File: src/rtl/sonuc_bcd_cevirici_if.sv
`default_nettype none
// +----------------------------------------------------------------------+
// | sonuc_bcd_cevirici_if                                                 |
// | Start/ready/valid bus between a result producer and the BCD formatter |
// | Rev 1.0                                                               |
// +----------------------------------------------------------------------+
interface sonuc_bcd_cevirici_if #(
  parameter int FRAC_DIGITS = 4
);
  logic                       basla;
  logic [63:0]                sonuc_in;
  logic                       tasma_in;
  logic                       hazir;
  logic                       gecerli;
  logic                       isaret;
  logic [39:0]                tam_bcd;
  logic [4*FRAC_DIGITS-1:0]   kusurat_bcd;
  logic                       hata;

  modport master (
    output basla, sonuc_in, tasma_in,
    input  hazir, gecerli, isaret, tam_bcd, kusurat_bcd, hata
  );

  modport slave (
    input  basla, sonuc_in, tasma_in,
    output hazir, gecerli, isaret, tam_bcd, kusurat_bcd, hata
  );
endinterface
`default_nettype wire

File: src/rtl/sonuc_bcd_cevirici.sv
`default_nettype none
// +----------------------------------------------------------------------+
// | sonuc_bcd_cevirici                                                    |
// | Q32.32 two's-complement -> sign + 10 integer / FRAC_DIGITS BCD digits |
// | Optional macro YUVARLAMA_EN: guard digit and round-half-up stage.     |
// | Rev 1.0                                                               |
// +----------------------------------------------------------------------+
module sonuc_bcd_cevirici #(
  parameter int FRAC_DIGITS = 4
) (
  input  logic                clk,
  input  logic                rst,
  sonuc_bcd_cevirici_if.slave bus
);

`ifdef YUVARLAMA_EN
  localparam int NDIG = FRAC_DIGITS + 1;
`else
  localparam int NDIG = FRAC_DIGITS;
`endif
  localparam int FW = 4 * FRAC_DIGITS;
  localparam int DW = 4 * NDIG;

  typedef enum logic [2:0] {
    BOS     = 3'd0,
    MUTLAK  = 3'd1,
    TAM     = 3'd2,
    KESIR   = 3'd3,
`ifdef YUVARLAMA_EN
    YUVARLA = 3'd4,
`endif
    BITTI   = 3'd5
  } state_t;

  state_t         state_q, state_d;
  logic [63:0]    mag_q, mag_d;
  logic           tasma_q, tasma_d;
  logic           sign_q, sign_d;
  logic [39:0]    bcd_q, bcd_d;
  logic [DW-1:0]  dig_q, dig_d;
  logic [5:0]     cnt_q, cnt_d;
  logic           isaret_q, isaret_d;
  logic [39:0]    tam_q, tam_d;
  logic [FW-1:0]  kus_q, kus_d;
  logic           hata_q, hata_d;

  logic [39:0]    bcd_adj;
  logic [35:0]    prod;
  logic [3:0]     digit;
  logic [DW-1:0]  dig_shift;

  // Double-dabble correction applied to every nibble before the shift.
  genvar gi;
  generate
    for (gi = 0; gi < 10; gi++) begin : g_dabble
      assign bcd_adj[4*gi +: 4] = (bcd_q[4*gi +: 4] >= 4'd5) ?
                                  (bcd_q[4*gi +: 4] + 4'd3) : bcd_q[4*gi +: 4];
    end
  endgenerate

  // After the 32 integer shifts the fraction sits in mag_q[63:32].
  assign prod      = {4'd0, mag_q[63:32]} * 36'd10;
  assign digit     = prod[35:32];
  assign dig_shift = DW'({dig_q, digit});

`ifdef YUVARLAMA_EN
  localparam int RW = 40 + FW;

  logic [RW-1:0] round_in;
  logic [RW-1:0] round_out;
  logic          round_carry;
  logic          rc;
  logic [3:0]    rnib;

  // Round half up on the guard digit, carrying through fraction into integer.
  always_comb begin
    round_in    = {bcd_q, dig_q[DW-1:4]};
    round_out   = '0;
    rc          = (dig_q[3:0] >= 4'd5);
    rnib        = 4'd0;
    for (int i = 0; i < RW / 4; i++) begin
      rnib = round_in[4*i +: 4] + {3'd0, rc};
      if (rnib == 4'd10) begin
        round_out[4*i +: 4] = 4'd0;
        rc                  = 1'b1;
      end else begin
        round_out[4*i +: 4] = rnib;
        rc                  = 1'b0;
      end
    end
    round_carry = rc;
  end
`endif

  always_comb begin
    state_d  = state_q;
    mag_d    = mag_q;
    tasma_d  = tasma_q;
    sign_d   = sign_q;
    bcd_d    = bcd_q;
    dig_d    = dig_q;
    cnt_d    = cnt_q;
    isaret_d = isaret_q;
    tam_d    = tam_q;
    kus_d    = kus_q;
    hata_d   = hata_q;

    case (state_q)
      BOS: begin
        if (bus.basla) begin
          mag_d   = bus.sonuc_in;
          tasma_d = bus.tasma_in;
          state_d = MUTLAK;
        end
      end

      MUTLAK: begin
        cnt_d = 6'd0;
        bcd_d = 40'd0;
        dig_d = '0;
        if (tasma_q) begin
          isaret_d = 1'b0;
          tam_d    = 40'd0;
          kus_d    = '0;
          hata_d   = 1'b1;
          state_d  = BITTI;
        end else begin
          sign_d  = mag_q[63];
          mag_d   = mag_q[63] ? (~mag_q + 64'd1) : mag_q;
          state_d = TAM;
        end
      end

      TAM: begin
        bcd_d = {bcd_adj[38:0], mag_q[63]};
        mag_d = {mag_q[62:0], 1'b0};
        cnt_d = cnt_q + 6'd1;
        if (cnt_q == 6'd31) begin
          cnt_d   = 6'd0;
          state_d = KESIR;
        end
      end

      KESIR: begin
        mag_d[63:32] = prod[31:0];
        dig_d        = dig_shift;
        cnt_d        = cnt_q + 6'd1;
        if (cnt_q == 6'(NDIG - 1)) begin
`ifdef YUVARLAMA_EN
          state_d  = YUVARLA;
`else
          isaret_d = sign_q;
          tam_d    = bcd_q;
          kus_d    = dig_shift;
          hata_d   = 1'b0;
          state_d  = BITTI;
`endif
        end
      end

`ifdef YUVARLAMA_EN
      YUVARLA: begin
        isaret_d = sign_q;
        tam_d    = round_out[RW-1 -: 40];
        kus_d    = round_out[FW-1:0];
        hata_d   = round_carry;
        state_d  = BITTI;
      end
`endif

      BITTI: begin
        state_d = BOS;
      end

      default: begin
        state_d = BOS;
      end
    endcase
  end

  always_ff @(posedge clk) begin
    if (rst) begin
      state_q  <= BOS;
      mag_q    <= 64'd0;
      tasma_q  <= 1'b0;
      sign_q   <= 1'b0;
      bcd_q    <= 40'd0;
      dig_q    <= '0;
      cnt_q    <= 6'd0;
      isaret_q <= 1'b0;
      tam_q    <= 40'd0;
      kus_q    <= '0;
      hata_q   <= 1'b0;
    end else begin
      state_q  <= state_d;
      mag_q    <= mag_d;
      tasma_q  <= tasma_d;
      sign_q   <= sign_d;
      bcd_q    <= bcd_d;
      dig_q    <= dig_d;
      cnt_q    <= cnt_d;
      isaret_q <= isaret_d;
      tam_q    <= tam_d;
      kus_q    <= kus_d;
      hata_q   <= hata_d;
    end
  end

  assign bus.hazir       = (state_q == BOS);
  assign bus.gecerli     = (state_q == BITTI);
  assign bus.isaret      = isaret_q;
  assign bus.tam_bcd     = tam_q;
  assign bus.kusurat_bcd = kus_q;
  assign bus.hata        = hata_q;

endmodule
`default_nettype wire
File: src/flat_wrapper.sv
// flat-port wrapper written by rule: the top's interface ports become plain ports
module sonuc_bcd_cevirici_flat 
#(
  parameter int FRAC_DIGITS = 4
)
  (clk, rst, bus_basla, bus_sonuc_in, bus_tasma_in, bus_hazir, bus_gecerli, bus_isaret, bus_tam_bcd, bus_kusurat_bcd, bus_hata);
  sonuc_bcd_cevirici_if #(.FRAC_DIGITS(FRAC_DIGITS)) bus_i ();
  input  logic clk;
  input  logic rst;
  input wire logic [$bits(bus_i.basla)-1:0] bus_basla;
  input wire logic [$bits(bus_i.sonuc_in)-1:0] bus_sonuc_in;
  input wire logic [$bits(bus_i.tasma_in)-1:0] bus_tasma_in;
  output wire logic [$bits(bus_i.hazir)-1:0] bus_hazir;
  output wire logic [$bits(bus_i.gecerli)-1:0] bus_gecerli;
  output wire logic [$bits(bus_i.isaret)-1:0] bus_isaret;
  output wire logic [$bits(bus_i.tam_bcd)-1:0] bus_tam_bcd;
  output wire logic [$bits(bus_i.kusurat_bcd)-1:0] bus_kusurat_bcd;
  output wire logic [$bits(bus_i.hata)-1:0] bus_hata;
  assign bus_i.basla = bus_basla;
  assign bus_i.sonuc_in = bus_sonuc_in;
  assign bus_i.tasma_in = bus_tasma_in;
  assign bus_hazir = bus_i.hazir;
  assign bus_gecerli = bus_i.gecerli;
  assign bus_isaret = bus_i.isaret;
  assign bus_tam_bcd = bus_i.tam_bcd;
  assign bus_kusurat_bcd = bus_i.kusurat_bcd;
  assign bus_hata = bus_i.hata;
  sonuc_bcd_cevirici #(.FRAC_DIGITS(FRAC_DIGITS)) u_core (.clk(clk), .rst(rst), .bus(bus_i));
endmodule
File: config.mk
export PLATFORM = sky130hd
export DESIGN_NAME = sonuc_bcd_cevirici_flat
export DESIGN_NICKNAME = d
export VERILOG_FILES = /design/src/rtl/sonuc_bcd_cevirici_if.sv /design/src/rtl/sonuc_bcd_cevirici.sv /design/src/flat_wrapper.sv
export SDC_FILE = /design/constraint.sdc
export NUM_CORES = 1
export LEC_CHECK = 0
export CORE_MARGIN = 5
export CORE_UTILIZATION = 55
export DETAILED_ROUTE_END_ITERATION = 10
export GPL_ROUTABILITY_DRIVEN = 0
export PLACE_DENSITY_LB_ADDON = 0.3
export SYNTH_ARGS = -nofsm -noshare
export SYNTH_HDL_FRONTEND = slang
export SYNTH_SLANG_ARGS = --single-unit
File: constraint.sdc
create_clock -name clk -period 4 [get_ports clk]
set_input_delay 0.8 -clock clk [delete_from_list [all_inputs] [get_ports clk]]
set_output_delay 0.8 -clock clk [all_outputs]
set_load 0.05 [all_outputs]
==> summary.md, run 1 <==
| Metric | Value |
|---|---|
| Status | finished clean |
| Antenna diode count | 0 |
| I/O pin total | 128 |
| Slew @ Worst Pin | 1.036 ns |
| Pre-CTS setup slack | 0.4159 ns |
| Ys flop type | dfxtp_1 |
| Clock network power share | 29.9% |
| Worst Slack Setup Final | 0.2491 ns |
| Switching share of total power | 39.28% |
| CTS H-Tree Depth | 4 |
| Critical Path Source | u_core.mag_q[33] |
| TNS Setup | 0 ns |
| Die height | ~160 um |
| Yosys reg bits | 185 |
| RSZ-0062 raised after global routing | false |
| Comb pwr share | 32.5% |
| End of the worst hold path | u_core.bus.kusurat_bcd[13] |
| Pint | 3.545 mW |
| FP Rows | 53 |
| NetSw | 2.294 mW |
| Post-CTS sizing | 0 |
| Max-cap check violation count | 0 |
| Syn Area/Cell | 7.524 sq um |
| Achievable Freq | around 270 MHz |
| Setup slack, reg-to-reg | 0.25 ns |
| Die Area | 24450 sq um |
| ANT nets after route | 0 |
| Async S/R FF share, synth | 0% |
| IO Port Bufs | 127 |
| CP Data Required Time | 4.32 ns |
| Total GRT Usage | 27.49% |
| Power Density | 420.6 nW/um^2 |
| Area leader, netlist | dfxtp_1 |
| Sequential power share | 37.6% |
| Layout Cells excl Fill | 1920 |
| Final hold slack | 0.4582 ns |
| Register-to-Register Path Depth | 11 |
| Vias in the first global route | 11640 |
| Syn-to-layout area delta | 17.81% |
| Drt pass-1 iters | 9 |
| Initial DRC Count | between 1000 and 1500 |
| Starting density of the core | 55.87% |
| Largest net degree at the start of global routing | 115 |
| NumNets Final | 1783 |
| Clock root cell | clkbuf_16 |
| Max IR drop VDD | 0.3595 mV |
| Count of final setup violators | 0 |
| Syn Nets | 1717 |
| Clk slew on worst S/H paths | 0.09 ns |
| Most common cell after layout, fill and taps aside | dfxtp_1 |
| Cells after Synth | 1566 |
| Cell Area, Synth | 11780 sq um |
| WL/cell | roughly 18 um |
| Placed insts | 1888 |
| Part of the Yosys area used for sequential elements | between 30% and 40% |
| Worst-Skew Late Latency | between 0.4 and 0.5 ns |
| Yosys top cell area share | 31.43% |
| Lkg Pwr | 5.093 nW |
| CP Capture Type | flip-flop |
| Postcts setup bufs | 0 |
| Post-DP HPWL | 23510 um |
| Die width | 156.4 um |
| Yosys cell types | 74 |
| Fraction of layout cells with a size suffix above 1 | 6.018% |
| CTS Hold Bufs | 0 |
| Setup Crit Path Kind | reg2reg |
| Commonest cells after routing, fill and taps aside | dfxtp_1 (185), a21oi_1 (181), nor2_1 (164) |
| Cells taking the most area after synthesis | dfxtp_1 (31%), ha_1 (8.7%), a21oi_1 (7.7%) |
| Clk buf depth | 2 |
| Total power | 5.839 mW |
| CORE AREA | 21090 sq um |
| Final Cycle Share | between 90 and 100% |
| R2R Path End | u_core.dig_q[2] |
| RR Startpoint | u_core.mag_q[33] |
| Fin Clk Skew | 0.02121 ns |
| Number of flops mapped to enable cells by yosys | 0 |
| Vias | 12300 |
| Min Tclk post-route | roughly 3.8 ns |
| Max Fanout on Critical Path | 10 |
| Drt total wl | between 30000 and 40000 um |
| Setup crit start kind | flip-flop |
| HP Start | u_core.dig_q[9] |
| Worst hold path type | reg2reg |
| Via-to-Cell Ratio | 6.404 |
| Num CTS Buffers | 17 |
| DRC viols | 0 |
| Global-route wire length before repair | approximately 57000 um |
| Overflow after GRT | 0 |
| Ys Warns | 0 |
| CTS tree | built |
| Final Hold Violating Endpoints | 0 |
| CP arrival | 4.07 ns |
| Final slew viol count | 0 |
| Hold Path Cell Cnt | 2 |
| Antenna violations before repair | 0 |
| CTS sink cnt | approximately 190 |
| # fillers | 1793 |
| Max_slew headroom | 30.85% |
cell type report:
cell class	instances	area (sq um)	share of cell area, %
tap	275	344.1	2.479
timing repair buffer	156	1515	10.92
sequential	185	3704	26.68
clock buffer	17	425.4	3.065
clock inverter	15	193.9	1.397
multi-input combinational	1236	7564	54.49
inverter	36	135.1	0.9735
power groups by stage:
stage | sequential, mW | combinational (mW) | clock [mW]
after CTS | 2.18 | 1.86 | 1.76
after detailed placement | 2.23 | 1.84 | 0
after floorplan | 2.14 | 1.38 | 0
after global routing | 2.22 | 2.08 | 1.82
final | 2.20 | 1.90 | 1.75
after global placement | 2.22 | 1.81 | 0
synthesized netlist by cell type, drive strengths merged (4+ instances only):
| cell | number |
|---|---|
| ha | 82 |
| a31oi | 6 |
| o311ai | 4 |
| a22oi | 41 |
| a222oi | 16 |
| o22ai | 4 |
| inv | 35 |
| nor3 | 79 |
| or3 | 16 |
| nand3 | 92 |
| a22o | 7 |
| nand3b | 4 |
| a2111oi | 5 |
| o31ai | 8 |
| a221o | 8 |
| nand2 | 141 |
| nand4b | 4 |
| and2 | 6 |
| dfxtp | 185 |
| clkbuf | 101 |
| nand4 | 14 |
| xnor2 | 36 |
| or2 | 11 |
| nor2b | 5 |
| o41ai | 5 |
| buf | 8 |
| nor2 | 165 |
| o211ai | 9 |
| or4 | 7 |
| a211oi | 13 |
| o21ai | 124 |
| a21oi | 182 |
| xor2 | 17 |
| o21a | 8 |
| a221oi | 13 |
| o21bai | 5 |
| nand2b | 17 |
| nor3b | 6 |
| a21o | 14 |
| nor4 | 18 |
| and3 | 6 |
worst max-delay path by stage:
stage | endpoint | slack (ns)
6_report | u_core.dig_q[2] | 0.25
5_1_grt | u_core.bus.kusurat_bcd[2] | 0.02
4_1_cts | u_core.bus.kusurat_bcd[2] | 0.37
3_5_place_dp | u_core.bus.kusurat_bcd[2] | 0.42
3_3_place_gp | u_core.dig_q[2] | 0.61
2_1_floorplan | u_core.bus.kusurat_bcd[2] | 0.94
cells by family (layout without fill, tap and decap cells):
family | Yosys count | count (layout) | share of synthesized area [%]
adder cells (fa/ha/maj) | 83 | 83 | 8.878
XOR/XNOR | 53 | 53 | 3.940
flip-flops | 185 | 185 | 31.43
AND/OR/NAND/NOR | 599 | 599 | 24.54
AO/OA/AOI/OAI | 498 | 498 | 26.33
buffers and inverters | 145 | 224 | 4.630
multiplexers | 3 | 3 | 0.2549
per-stage QoR:
step	util (%)	cell area [sq um]
after floorplan	-	11780
after global placement	62.89	13260
after detailed placement	62.89	13260
after CTS	65.82	13880
after global routing	65.82	13880
final	65.82	13880
state kept, by name, summed over array words and instances (netlist names):
signal,cells
u_core.bcd_q,40
u_core.bus.hata,1
u_core.bus.isaret,1
u_core.bus.kusurat_bcd,16
u_core.bus.tam_bcd,40
u_core.cnt_q,6
u_core.dig_q,12
u_core.mag_q,64
u_core.sign_q,1
u_core.state_q,3
u_core.tasma_q,1
metal layers:
metal | routed length, um | vias up | global-route usage [%]
met4 | 1118 | 0 | 11.07
met5 | 0 | - | 0
met3 | 3077 | 89 | 4.784
met2 | 16170 | 575 | 44.46
li1 | - | 5870 | -
met1 | 14410 | 5762 | 36.53
worst max-delay path: stages (launching register included):
cell	delay, ns
dfxtp_1	0.52
ha_1	0.31
ha_1	0.24
fa_1	0.42
a21o_1	0.23
a221oi_1	0.49
o211a_1	0.35
nor4_1	0.12
nor2_1	0.24
o211ai_1	0.18
and2_1	0.20
o311ai_0	0.32
No activity file was read; power rests on OpenSTA's default activity.
==> run 2: changes to the inputs <==
--- a/config.mk
+++ b/config.mk
@@ -10,6 +10,7 @@
 export DETAILED_ROUTE_END_ITERATION = 10
 export GPL_ROUTABILITY_DRIVEN = 0
 export PLACE_DENSITY_LB_ADDON = 0.3
+export SLEW_MARGIN = 15
 export SYNTH_ARGS = -nofsm -noshare
 export SYNTH_HDL_FRONTEND = slang
 export SYNTH_SLANG_ARGS = --single-unit
==> results of run 2 <==
No change in the layout: final DEF, timing and power equal those of run 1.
